<file path="config.mk">
export PLATFORM = sky130hd
export DESIGN_NAME = axi4_w_buffer_gated
export DESIGN_NICKNAME = d
export VERILOG_FILES = /design/src/rtl/axi4_w_buffer_gated.sv
export SDC_FILE = /design/constraint.sdc
export NUM_CORES = 1
export LEC_CHECK = 0
export BUFFER_PORTS_ARGS = -buffer_cell sky130_fd_sc_hd__buf_2
export CORE_MARGIN = 4
export CORE_UTILIZATION = 45
export CTS_BUF_LIST = sky130_fd_sc_hd__clkbuf_16
export CTS_CLUSTER_SIZE = 20
export DETAILED_ROUTE_END_ITERATION = 7
export PLACE_DENSITY = 0.62
export SYNTH_ARGS = -nofsm -noshare
export SYNTH_HDL_FRONTEND = slang
export SYNTH_SLANG_ARGS = --single-unit
</file>
<file path="constraint.sdc">
create_clock -name axi4_aclk -period 14.1 [get_ports axi4_aclk]
set_input_delay 1.41 -clock axi4_aclk [delete_from_list [all_inputs] [get_ports axi4_aclk]]
set_output_delay 1.41 -clock axi4_aclk [all_outputs]
set_load 0.05 [all_outputs]
</file>
<file path="src/rtl/axi4_w_buffer_gated.sv">
// -----------------------------------------------------------------------------
// axi4_w_buffer_gated
//
// Write-data buffer that sits between the slave port and the master port,
// alongside the AW path. W beats are accepted upstream as long as there is
// room. They are released downstream only while at least one AW burst has
// been issued on the master side and its W data is not yet complete. This
// lets W lead AW upstream while keeping AW-before-W ordering downstream.
//
// Handshake semantics (both W ports): a beat transfers on a rising edge
// where valid & ready are both high. Valid, once raised, holds with a stable
// payload until the transfer. Ready never depends combinationally on valid.
//
// Ports
//   axi4_aclk, axi4_arst : clock, asynchronous active-high reset
//   s_axi4_w*            : slave-side W channel (into the buffer)
//   m_axi4_w*            : master-side W channel (FIFO head)
//   aw_issued            : one-cycle pulse per master-side AW handshake
//   aw_credit            : high while another AW may be issued
// -----------------------------------------------------------------------------
module axi4_w_buffer_gated #(
  parameter int AXI_DATA_WIDTH  = 32,
  parameter int AXI_USER_WIDTH  = 4,
  parameter int BUFFER_DEPTH    = 4,
  parameter int MAX_OUTSTANDING = 8
) (
  input  logic                        axi4_aclk,
  input  logic                        axi4_arst,
  input  logic [AXI_DATA_WIDTH-1:0]   s_axi4_wdata,
  input  logic [AXI_DATA_WIDTH/8-1:0] s_axi4_wstrb,
  input  logic                        s_axi4_wlast,
  input  logic [AXI_USER_WIDTH-1:0]   s_axi4_wuser,
  input  logic                        s_axi4_wvalid,
  output logic                        s_axi4_wready,
  output logic [AXI_DATA_WIDTH-1:0]   m_axi4_wdata,
  output logic [AXI_DATA_WIDTH/8-1:0] m_axi4_wstrb,
  output logic                        m_axi4_wlast,
  output logic [AXI_USER_WIDTH-1:0]   m_axi4_wuser,
  output logic                        m_axi4_wvalid,
  input  logic                        m_axi4_wready,
  input  logic                        aw_issued,
  output logic                        aw_credit
);

  localparam int STRB_WIDTH = AXI_DATA_WIDTH / 8;
  localparam int WORD_WIDTH = AXI_USER_WIDTH + AXI_DATA_WIDTH + STRB_WIDTH + 1;
  localparam int PTR_WIDTH  = $clog2(BUFFER_DEPTH);
  localparam int FILL_WIDTH = PTR_WIDTH + 1;
  localparam int CNT_WIDTH  = $clog2(MAX_OUTSTANDING + 1);

  localparam logic [FILL_WIDTH-1:0] FILL_FULL = FILL_WIDTH'(BUFFER_DEPTH);
  localparam logic [CNT_WIDTH-1:0]  CNT_MAX   = CNT_WIDTH'(MAX_OUTSTANDING);

  // Storage word layout: {user, data, strb, last}
  logic [WORD_WIDTH-1:0] mem_q [BUFFER_DEPTH];
  logic [WORD_WIDTH-1:0] mem_d [BUFFER_DEPTH];
  logic [PTR_WIDTH-1:0]  wr_ptr_q, wr_ptr_d;
  logic [PTR_WIDTH-1:0]  rd_ptr_q, rd_ptr_d;
  logic [FILL_WIDTH-1:0] fill_q, fill_d;
  logic [CNT_WIDTH-1:0]  bursts_q, bursts_d;

  logic push;
  logic pop;
  logic burst_inc;
  logic burst_dec;

  // Ready comes only from the registered fill, so a simultaneous pop never
  // makes room for a push in the same cycle.
  assign s_axi4_wready = (fill_q != FILL_FULL);
  assign push          = s_axi4_wvalid & s_axi4_wready;

  // Gate on outstanding AW bursts. The head cannot lose its gate before it
  // pops: bursts only drops on a wlast pop, so valid stays up once raised.
  assign m_axi4_wvalid = (fill_q != '0) & (bursts_q != '0);
  assign pop           = m_axi4_wvalid & m_axi4_wready;

  // Master side always shows the storage word at the read pointer; with
  // storage cleared on reset this reads as zero until the first push.
  assign {m_axi4_wuser, m_axi4_wdata, m_axi4_wstrb, m_axi4_wlast} = mem_q[rd_ptr_q];

  assign burst_inc = aw_issued;
  assign burst_dec = pop & m_axi4_wlast;
  assign aw_credit = (bursts_q < CNT_MAX);

  always_comb begin
    mem_d    = mem_q;
    wr_ptr_d = wr_ptr_q;
    rd_ptr_d = rd_ptr_q;
    fill_d   = fill_q;
    bursts_d = bursts_q;

    if (push) begin
      mem_d[wr_ptr_q] = {s_axi4_wuser, s_axi4_wdata, s_axi4_wstrb, s_axi4_wlast};
      // Depth is a power of two, so pointer overflow is the wrap.
      wr_ptr_d = wr_ptr_q + PTR_WIDTH'(1);
    end

    if (pop) begin
      rd_ptr_d = rd_ptr_q + PTR_WIDTH'(1);
    end

    case ({push, pop})
      2'b10:   fill_d = fill_q + FILL_WIDTH'(1);
      2'b01:   fill_d = fill_q - FILL_WIDTH'(1);
      default: fill_d = fill_q;
    endcase

    // Over-issue at the limit is a protocol error; hold at the limit.
    if (burst_inc && !burst_dec) begin
      if (bursts_q != CNT_MAX) begin
        bursts_d = bursts_q + CNT_WIDTH'(1);
      end
    end else if (burst_dec && !burst_inc) begin
      bursts_d = bursts_q - CNT_WIDTH'(1);
    end
  end

  always_ff @(posedge axi4_aclk or posedge axi4_arst) begin
    if (axi4_arst) begin
      for (int i = 0; i < BUFFER_DEPTH; i++) begin
        mem_q[i] <= '0;
      end
      wr_ptr_q <= '0;
      rd_ptr_q <= '0;
      fill_q   <= '0;
      bursts_q <= '0;
    end else begin
      mem_q    <= mem_d;
      wr_ptr_q <= wr_ptr_d;
      rd_ptr_q <= rd_ptr_d;
      fill_q   <= fill_d;
      bursts_q <= bursts_d;
    end
  end

  // The AW path must honour aw_credit; an issue at the limit is an error.
  aw_over_issue: assert property (@(posedge axi4_aclk) disable iff (axi4_arst)
    !(aw_issued && (bursts_q == CNT_MAX)));

endmodule
</file>
# After elaboration in Yosys (flattened, before gate mapping)
# Cells that the tools add are included.
[word_totals] reg_bits=175 inputBits=46 output_inout_bits=44 wordCells=49
[classes] n_addsub=6 n_lt_le_gt_ge=4 n_eq_ne=5 muxes=10 bitwise_logic=6 n_reduce_logical=10
[op_table] operator="$bwmux W164" n=1
[op_table] operator="$mux W41" n=3
[op_table] operator="$bmux W41 S2" n=1
[op_table] operator="$demux W41 S2" n=1
[op_table] operator="$mux W4" n=3
[op_table] operator="$ge A3 B3 Y1 const B" n=2
[op_table] operator="$not A2 Y3" n=2
[op_table] operator="$pmux W3 S2" n=1
[op_table] operator="$add A2 B1 Y2 const B" n=2
[op_table] operator="$add A4 B1 Y4 const B" n=1
[op_table] operator="$and A1 B1 Y1" n=4
[op_table] operator="$lt A4 B4 Y1 const B" n=1
[op_table] operator="$ne A4 B4 Y1 const B" n=1
[op_table] operator="$reduce_bool A2 Y1" n=2
[op_table] operator="$reduce_bool A4 Y1" n=1
[op_table] operator="$sub A4 B1 Y4 const B" n=1
[op_table] operator="$add A3 B1 Y3 const B" n=1
[op_table] operator="$logic_and A1 B1 Y1" n=3
[op_table] operator="$lt A3 B1 Y1 const B" n=1
[op_table] operator="$ne A3 B3 Y1 const B" n=1
[op_table] operator="$reduce_bool A3 Y1" n=1
[op_table] operator="$sub A3 B1 Y3 const B" n=1
[op_table] operator="$eq A2 B1 Y1 const B" n=1
[op_table] operator="$eq A2 B2 Y1 const B" n=1
[op_table] operator="other kinds (3)" n=4

# Logic depth before layout (Yosys ltp)
# Gate-level depths: netlist of the first run.
[depth] word_depth=9 mapped_depth=11 mapped_depth_nobuf=10

# Least setup slack after synthesis of the first run
# No wires, ideal clock.
[synth_path] path_type="input to register" from="in m_axi4_wready" to="reg bursts_q[3]" setup_ns=0.067 arrival_time_ns=3.256 required_time_ns=14.033 setup_slack_ns=10.776 cell_stages=9 n_path_buf=0 cell_sequence="o31a_1 > nand2_2 > o21ai_0 > ha_1 > a21o_1 > a21o_1 > or4_1 > a21oi_1 > a311o_1"
[synth_via] elab_chain_len=6 word_cells_on_any_way=9 classes_between="eq/ne (1); mux (1); bitwise (2); reduce/logical (5)"
[synth_rtl] element="start, declared" line_no="40" rtl="input logic m_axi4_wready,"
[synth_rtl] element="$and A1 B1 Y1 (*)" line_no="75" rtl="assign pop = m_axi4_wvalid & m_axi4_wready;"
[synth_rtl] element="$and A1 B1 Y1 (*)" line_no="82" rtl="assign burst_dec = pop & m_axi4_wlast;"
[synth_rtl] element="$logic_not A1 Y1" line_no="109" rtl="if (burst_inc && !burst_dec) begin"
[synth_rtl] element="$logic_and A1 B1 Y1" line_no="109"
[synth_rtl] element="$ne A2 B1 Y1 (no source line) or $reduce_bool A2 Y1 (tied branches)"
[synth_rtl] element="$reduce_and A2 Y1 (no source line)"
[synth_rtl] element="end signal, assigned" line_no="132" rtl="bursts_q <= bursts_d;"
[synth_rtl] element="end, declared" line_no="60" rtl="logic [CNT_WIDTH-1:0] bursts_q, bursts_d;"
# Every way passes the cells marked *; elsewhere a longest branch is shown, timed or not.
# A chain may end at the register's enable or synchronous reset.

# Worst setup path in the final report of the first run
[layout_path] from="reg rd_ptr_q[0]" to="out m_axi4_wlast"
[layout_via] elab_chain_len=4
[layout_rtl] element="start, declared" line_no="58" rtl="logic [PTR_WIDTH-1:0] rd_ptr_q, rd_ptr_d;"
[layout_rtl] element="start signal, assigned" line_no="130" rtl="rd_ptr_q <= rd_ptr_d;"
[layout_rtl] element="$not A2 Y3 (implied by the code)" line_no="79" rtl="assign {m_axi4_wuser, m_axi4_wdata, m_axi4_wstrb, m_axi4_wlast} = mem_q[rd_ptr_q];"
[layout_rtl] element="$bmux W41 S2" line_no="79"
[layout_rtl] element="$mux W41 (implied by the code) (2 in a row)" line_no="79"
[layout_rtl] element="end, declared" line_no="37" rtl="output logic m_axi4_wlast,"
# Every way passes these cells. The select of a mux whose other input is x is not followed.

==> impl_metrics.py, run 1 <==
metrics = {
    "clocking": {
        "postCtsSetupBuffers": 0,
        "htreeDepth": 4,
        "insertion_delay_ns": 0.42,
        "cts_tree": "yes",
        "cts_root_buffer": "clkbuf_16",
        "cts.sinks": 175,
        "numCtsBuffers": 17,
        "cts_resized": 0,
        "cts_max_path_buffers": 2,
        "cts-hold-fix-buffers": 0,
        "clk_pin_slew_ns": 0.07,
    },
    "global_route": {
        "overflow": 0,
        "grt_pass1_vias": 4787,
        "antenna_found_initial": 0,
        "track_usage_pct": 16.8,
        "grt_first_pass_wirelength_mm": 25.6,
        "grt_max_degree": 127,
    },
    "synth": {
        "yosysUniqueCellTypes": 32,
        "netlist_top_cells_area": "dfrtp_1, mux2_2, mux4_2",
        "syn_nets": 532,
        "syn_area_mm2": 0.00777,
        "yosysWarnings": 0,
        "synth-seq-cells": 175,
        "synthCells": 477,
        "ys_seq_area_share_pct": 56.3,
        "postSynthAreaPerCell_um2": 16.3,
        "yosysTopAreaCellShare_pct": 56.3,
        "synth_top_area_cell": "dfrtp_1",
    },
    "sta": {
        "worstMarginPinSlew_ns": 1.13,
        "slew_headroom_pct": 24.7,
        "clock.fmax_mhz": 266,
        "clock-skew-final_ns": 0.00838,
        "finalCritPeriodShare_pct": 26.7,
        "min_period_ns": 3.76,
        "hold_viol": 0,
        "finalSetupViolCount": 0,
        "fin_setup_tns_ns": 0,
        "rsz0062_at_grt": "no",
        "drv_slew": 0,
    },
    "detailed_routing": {
        "wl_mm": 15.4,
        "ant_nets": 0,
        "firstDrtPassIters": 4,
        "routedWlPerCell_um": 19.4,
        "drt_first_iter_violations": 204,
        "drc": 0,
        "viasPerCell": 5.41,
        "vias": 4307,
    },
    "setup_path": {
        "reg2reg_slack_ns": 10.57,
        "r2r_end": "bursts_q[3]",
        "critPathCaptureType": "primary output",
        "path_max_fanout": 43,
        "cp.arrival_ns": 2.35,
        "r2r_cells": 9,
        "worstReg2RegStart": "rd_ptr_q[0]",
        "cp-start-kind": "flop",
        "required_ns": 12.69,
        "crit_type": "reg2out",
        "crit_path_start": "rd_ptr_q[0]",
    },
    "floorplanning": {
        "die_area_mm2": 0.0194,
        "fp.dieH_um": 139,
        "core_mm2": 0.0168,
        "initial_utilization_pct": 46.4,
        "chipWidth_um": 139,
        "ios": 90,
        "rows": 47,
    },
    "cells_and_area": {
        "fin_util_pct": 53.9,
        "synthToLayoutAreaGrowth_pct": 16.1,
        "layout_common_cells": "dfrtp_1, mux2_2, buf_2, mux4_2, clkbuf_16",
        "layout_commonest_cell": "dfrtp_1",
        "layout-drive-gt1-share_pct": 59.4,
        "fin_nets": 618,
        "fillers": 1375,
        "antenna_cells": 0,
    },
    "placement": {
        "io_buffers": 89,
        "dpl.hpwl_mm": 9.41,
        "routabilityCongestion": 0.689,
    },
    "outcome": {
        "status": "finished clean",
    },
    "min_path": {
        "worstHoldStart": "mem_q[47]",
        "hp-class": "reg2reg",
        "hold_depth": 1,
        "worstHoldEndpoint": "mem_q[47]",
    },
    "run": {
        "maxCapViolCount": 0,
    },
}
[sequential cells by signal (all words and copies together) (netlist names)]
| signal | flops |
|---|---|
| rd_ptr_q | 2 |
| wr_ptr_q | 2 |
| fill_q | 3 |
| bursts_q | 4 |
| mem_q | 164 |
[kinds of logic after synthesis]
kind of cell,after synthesis,share of synthesized area (%)
AOI/OAI and AO/OA,13,1.14
xor gates and xnor gates,8,0.998
adders and majority gates,9,1.64
buffers and inverters,37,2.24
DFF,175,56.3
muxes,207,35.9
and+or+nand+nor,28,1.74
[metrics by stage]
stage / hold WS (ns) / cell area, um2 / setup slack, ns / instances
floorplan: 0.474 / 7770 / 7.94 / 477
global placement: 0.481 / 8420 / 10.64 / 764
detailed placement: 0.487 / 8420 / 10.47 / 764
CTS: 0.502 / 9030 / 10.25 / 796
global route: 0.516 / 9030 / 10.16 / 796
finish: 0.501 / 9030 / 10.34 / 796
[layer usage]
| metal | global-route usage [%] | routed length [um] | up-vias |
|---|---|---|---|
| met5 | 0 | 0 | - |
| met4 | 5.10 | 226 | 0 |
| met3 | 4.87 | 732 | 26 |
| met2 | 27.0 | 7680 | 85 |
| met1 | 22.3 | 6770 | 2262 |
| li1 | - | - | 1934 |
[critical path, cell delays in order, from the launching register on]
cell     delay [ns]
dfrtp_4        1.03
mux4_2         0.66
buf_2          0.24
[area by class of cell]
type	instances	area [um2]	share of cell area, %
Sequential cell	175	4380	48.6
Multi-Input combinational cell	265	3230	35.8
Timing Repair Buffer	95	490	5.43
Clock buffer	17	425	4.71
Tap cell	220	275	3.05
Clock inverter	15	183	2.02
Inverter	9	38.8	0.430
[synth_stat cells (all sizes together)]
cell	n
or4	1
and2	2
mux4	41
nor4	1
nand2	10
inv	9
dfrtp	175
nor3b	1
o31a	1
nor2b	1
o21ai	4
o21bai	1
xor2	4
clkbuf	5
nand3	2
xnor2	4
mux2i	1
nor2	5
mux2	165
a311o	1
a22o	1
buf	23
a21o	2
fa	2
a311oi	1
a21oi	2
ha	7
nor3	4
or3	1
[worst max path at each step]
| stage | to | slack, ns | cells past startpoint |
|---|---|---|---|
| 2_1_floorplan | bursts_q[0] | 7.94 | 1 |
| 3_3_place_gp | bursts_q[3] | 10.64 | 10 |
| 3_5_place_dp | bursts_q[3] | 10.47 | 10 |
| 4_1_cts | m_axi4_wlast | 10.25 | 2 |
| 5_1_grt | m_axi4_wlast | 10.16 | 2 |
| 6_report | m_axi4_wlast | 10.34 | 2 |
Power of run 1 is left out: the tool's default activity adds up to more than one toggle a clock period on the data nets, which glitch-free logic cannot reach.
==> inputs of run 2 (changes only) <==
ABC_AREA = 1   (was default)
PLACE_DENSITY = 0.64   (was 0.62)
clock period = 3.3 ns   (was 14.1 ns; I/O delays follow)
==> run 2 against run 1 <==
Effect of this change: non-clock buffer count rose by 6; design area rose by 9.9%; wire length rose by 27%; global-route usage rose by 2.1 points; count of clock-buffer cells in the layout did not move; highest routed layer is now met5; utilization fell by 1.5 points; register-to-register slack got worse by 9.7 ns; critical path depth rose by 2; via count rose by 25%; clock skew rose by 0.0015 ns; setup slack got worse by 9.9 ns; hold slack got worse by 0.33 ns.
==> impl_metrics.py, run 2 <==
metrics = {
    "synth": {
        "synthCells": 662,
        "synth-seq-cells": 175,
        "yosysTopAreaCellShare_pct": 50.0,
        "async_flop_share_pct": 100,
        "yosysWarnings": 0,
        "synth_top_area_cell": "dfrtp_1",
        "synth_common_cells": "dfrtp_1, mux2_4, nor2_1",
        "syn_nets": 717,
        "netlist_top_cells_area": "dfrtp_1, mux2_4, o21ai_0",
        "synth-edff-count": 0,
        "ys_seq_area_share_pct": 50.0,
        "syn_area_mm2": 0.00876,
        "yosysUniqueCellTypes": 30,
        "synth_ff_type": "dfrtp_1",
        "postSynthAreaPerCell_um2": 13.2,
        "yosysMostFrequentCell": "dfrtp_1",
    },
    "global_route": {
        "antenna_found_initial": 4,
        "track_usage_pct": 18.9,
        "grt_first_pass_wirelength_mm": 32.6,
        "overflow": 0,
        "grt_pass1_vias": 5953,
        "grt_max_degree": 176,
    },
    "cells_and_area": {
        "fillers": 1596,
        "largestRegisters": "mem_q: 164 flops, bursts_q: 4 flops, fill_q: 3 flops",
        "fin_nets": 796,
        "layout_commonest_cell": "dfrtp_1",
        "largest_reg_flops": 164,
        "layout_common_cells": "dfrtp_1, mux2_4, buf_2, nor2_1, o21ai_0",
        "layout-drive-gt1-share_pct": 41.0,
        "regMostFlops": "mem_q",
        "synthToLayoutAreaGrowth_pct": 13.2,
    },
    "sta": {
        "drv_slew": 0,
        "slew_headroom_pct": 38.2,
        "setup_ws_ns": 0.457,
        "clock-skew-final_ns": 0.00992,
        "worstMarginPinSlew_ns": 0.927,
        "fin_setup_tns_ns": 0,
        "rsz0062_at_grt": "no",
        "min_period_ns": 2.84,
        "hold_viol": 0,
        "clock.fmax_mhz": 352,
        "finalCritPeriodShare_pct": 86.2,
        "worst_hold_slack_ns": 0.171,
        "finalSetupViolCount": 0,
    },
    "clocking": {
        "cts_max_path_buffers": 2,
        "numCtsBuffers": 17,
        "postCtsSetupBuffers": 0,
        "cts_resized": 0,
        "cts_tree": "yes",
        "cts_root_buffer": "clkbuf_16",
        "insertion_delay_ns": 0.43,
        "cts.sinks": 175,
        "cts-hold-fix-buffers": 0,
        "clk_pin_slew_ns": 0.07,
        "htreeDepth": 4,
    },
    "detailed_routing": {
        "drt_first_iter_violations": 312,
        "routedWlPerCell_um": 19.3,
        "firstDrtPassIters": 4,
        "vias": 5402,
        "viasPerCell": 5.32,
        "wl_mm": 19.6,
        "drc": 0,
        "ant_nets": 0,
    },
    "floorplanning": {
        "fp.dieH_um": 148,
        "die_area_mm2": 0.0218,
        "ios": 90,
        "initial_utilization_pct": 46.2,
        "chipWidth_um": 148,
        "rows": 50,
        "core_mm2": 0.0190,
    },
    "setup_path": {
        "critPathCaptureType": "primary output",
        "cp.arrival_ns": 2.51,
        "required_ns": 2.97,
        "cp-start-kind": "flop",
        "crit_type": "reg2out",
        "path_max_fanout": 56,
    },
    "placement": {
        "pre_cts_slack_ns": 0.861,
        "io_buffers": 89,
        "dpl.hpwl_mm": 11.9,
        "routabilityCongestion": 0.746,
    },
    "run": {
        "maxCapViolCount": 0,
    },
    "outcome": {
        "status": "finished clean",
    },
    "min_path": {
        "hp-class": "in2reg",
    },
}
==> run 2: changes by cell type after synthesis, sizes merged, moves of 3 or more <==
| cell | before | now |
|---|---|---|
| nand3 | 2 | 5 |
| o22ai | 0 | 40 |
| o21ai | 4 | 83 |
| clkbuf | 5 | 20 |
| nor3 | 4 | 0 |
| inv | 9 | 14 |
| xnor2 | 4 | 1 |
| clkinv | 0 | 4 |
| mux4 | 41 | 0 |
| nor2 | 5 | 89 |
| nand2 | 10 | 25 |
==> run 2: final cells by class <==
cell class | instances | area (um2) | area share (%)
Inverter | 18 | 76.3 | 0.770
Multi-Input combinational cell | 428 | 3890 | 39.3
Clock inverter | 15 | 226 | 2.28
Tap cell | 260 | 325 | 3.28
Sequential cell | 175 | 4380 | 44.2
Timing Repair Buffer | 101 | 586 | 5.90
Antenna cell | 1 | 2.50 | 0.0252
Clock buffer | 17 | 425 | 4.29
==> run 2: cells by family (layout without fill, tap and decap cells) <==
group | Yosys count | after routing | share of synthesized area [%]
other | 0 | 1 | 0
flip-flops | 175 | 175 | 50.0
XOR/XNOR | 7 | 7 | 0.700
buffers and inverters | 59 | 151 | 5.58
AO/OA/AOI/OAI | 127 | 127 | 7.85
adder cells (fa/ha/maj) | 9 | 9 | 1.46
AND/OR/NAND/NOR | 121 | 121 | 6.51
multiplexers | 164 | 164 | 27.9
==> run 2: worst paths after layout <==
kind / depth (start not counted) / to / startpoint / slack [ns]
max reg2reg: 14 / bursts_q[3] / rd_ptr_q[1] / 0.91
max in group asynchronous: 3 / rd_ptr_q[0] / axi4_arst / 2.41
min in group asynchronous: 3 / mem_q[13] / axi4_arst / 0.18
min: 2 / mem_q[34] / s_axi4_wdata[29] / 0.17
min reg2reg: 1 / mem_q[121] / mem_q[121] / 0.48
max: 4 / m_axi4_wstrb[0] / rd_ptr_q[0] / 0.46
==> run 2: stage by stage <==
step | utilization [%] | instance area [um2] | cells
floorplan | - | 8770 | 662
global placement | 48.9 | 9260 | 982
detailed placement | 48.9 | 9260 | 982
CTS | 52.3 | 9910 | 1014
global route | 52.3 | 9920 | 1015
finish | 52.3 | 9920 | 1015
==> run 2: routing by layer <==
metal | vias to the layer above | share of wire, % | track usage, %
li1 | 2469 | - | -
met1 | 2784 | 46 | 25.4
met2 | 124 | 48 | 30.3
met3 | 19 | 4.7 | 5.06
met4 | 6 | 0.98 | 5.27
met5 | - | 0.14 | 0
==> run 2: critical path, cell delays in order, from the launching register on <==
cell and delay (ns):
dfrtp_2 0.69, buf_4 0.60, o21ai_0 0.20, o22ai_1 0.25, buf_2 0.31
Power of run 2 is left out for the same reason.
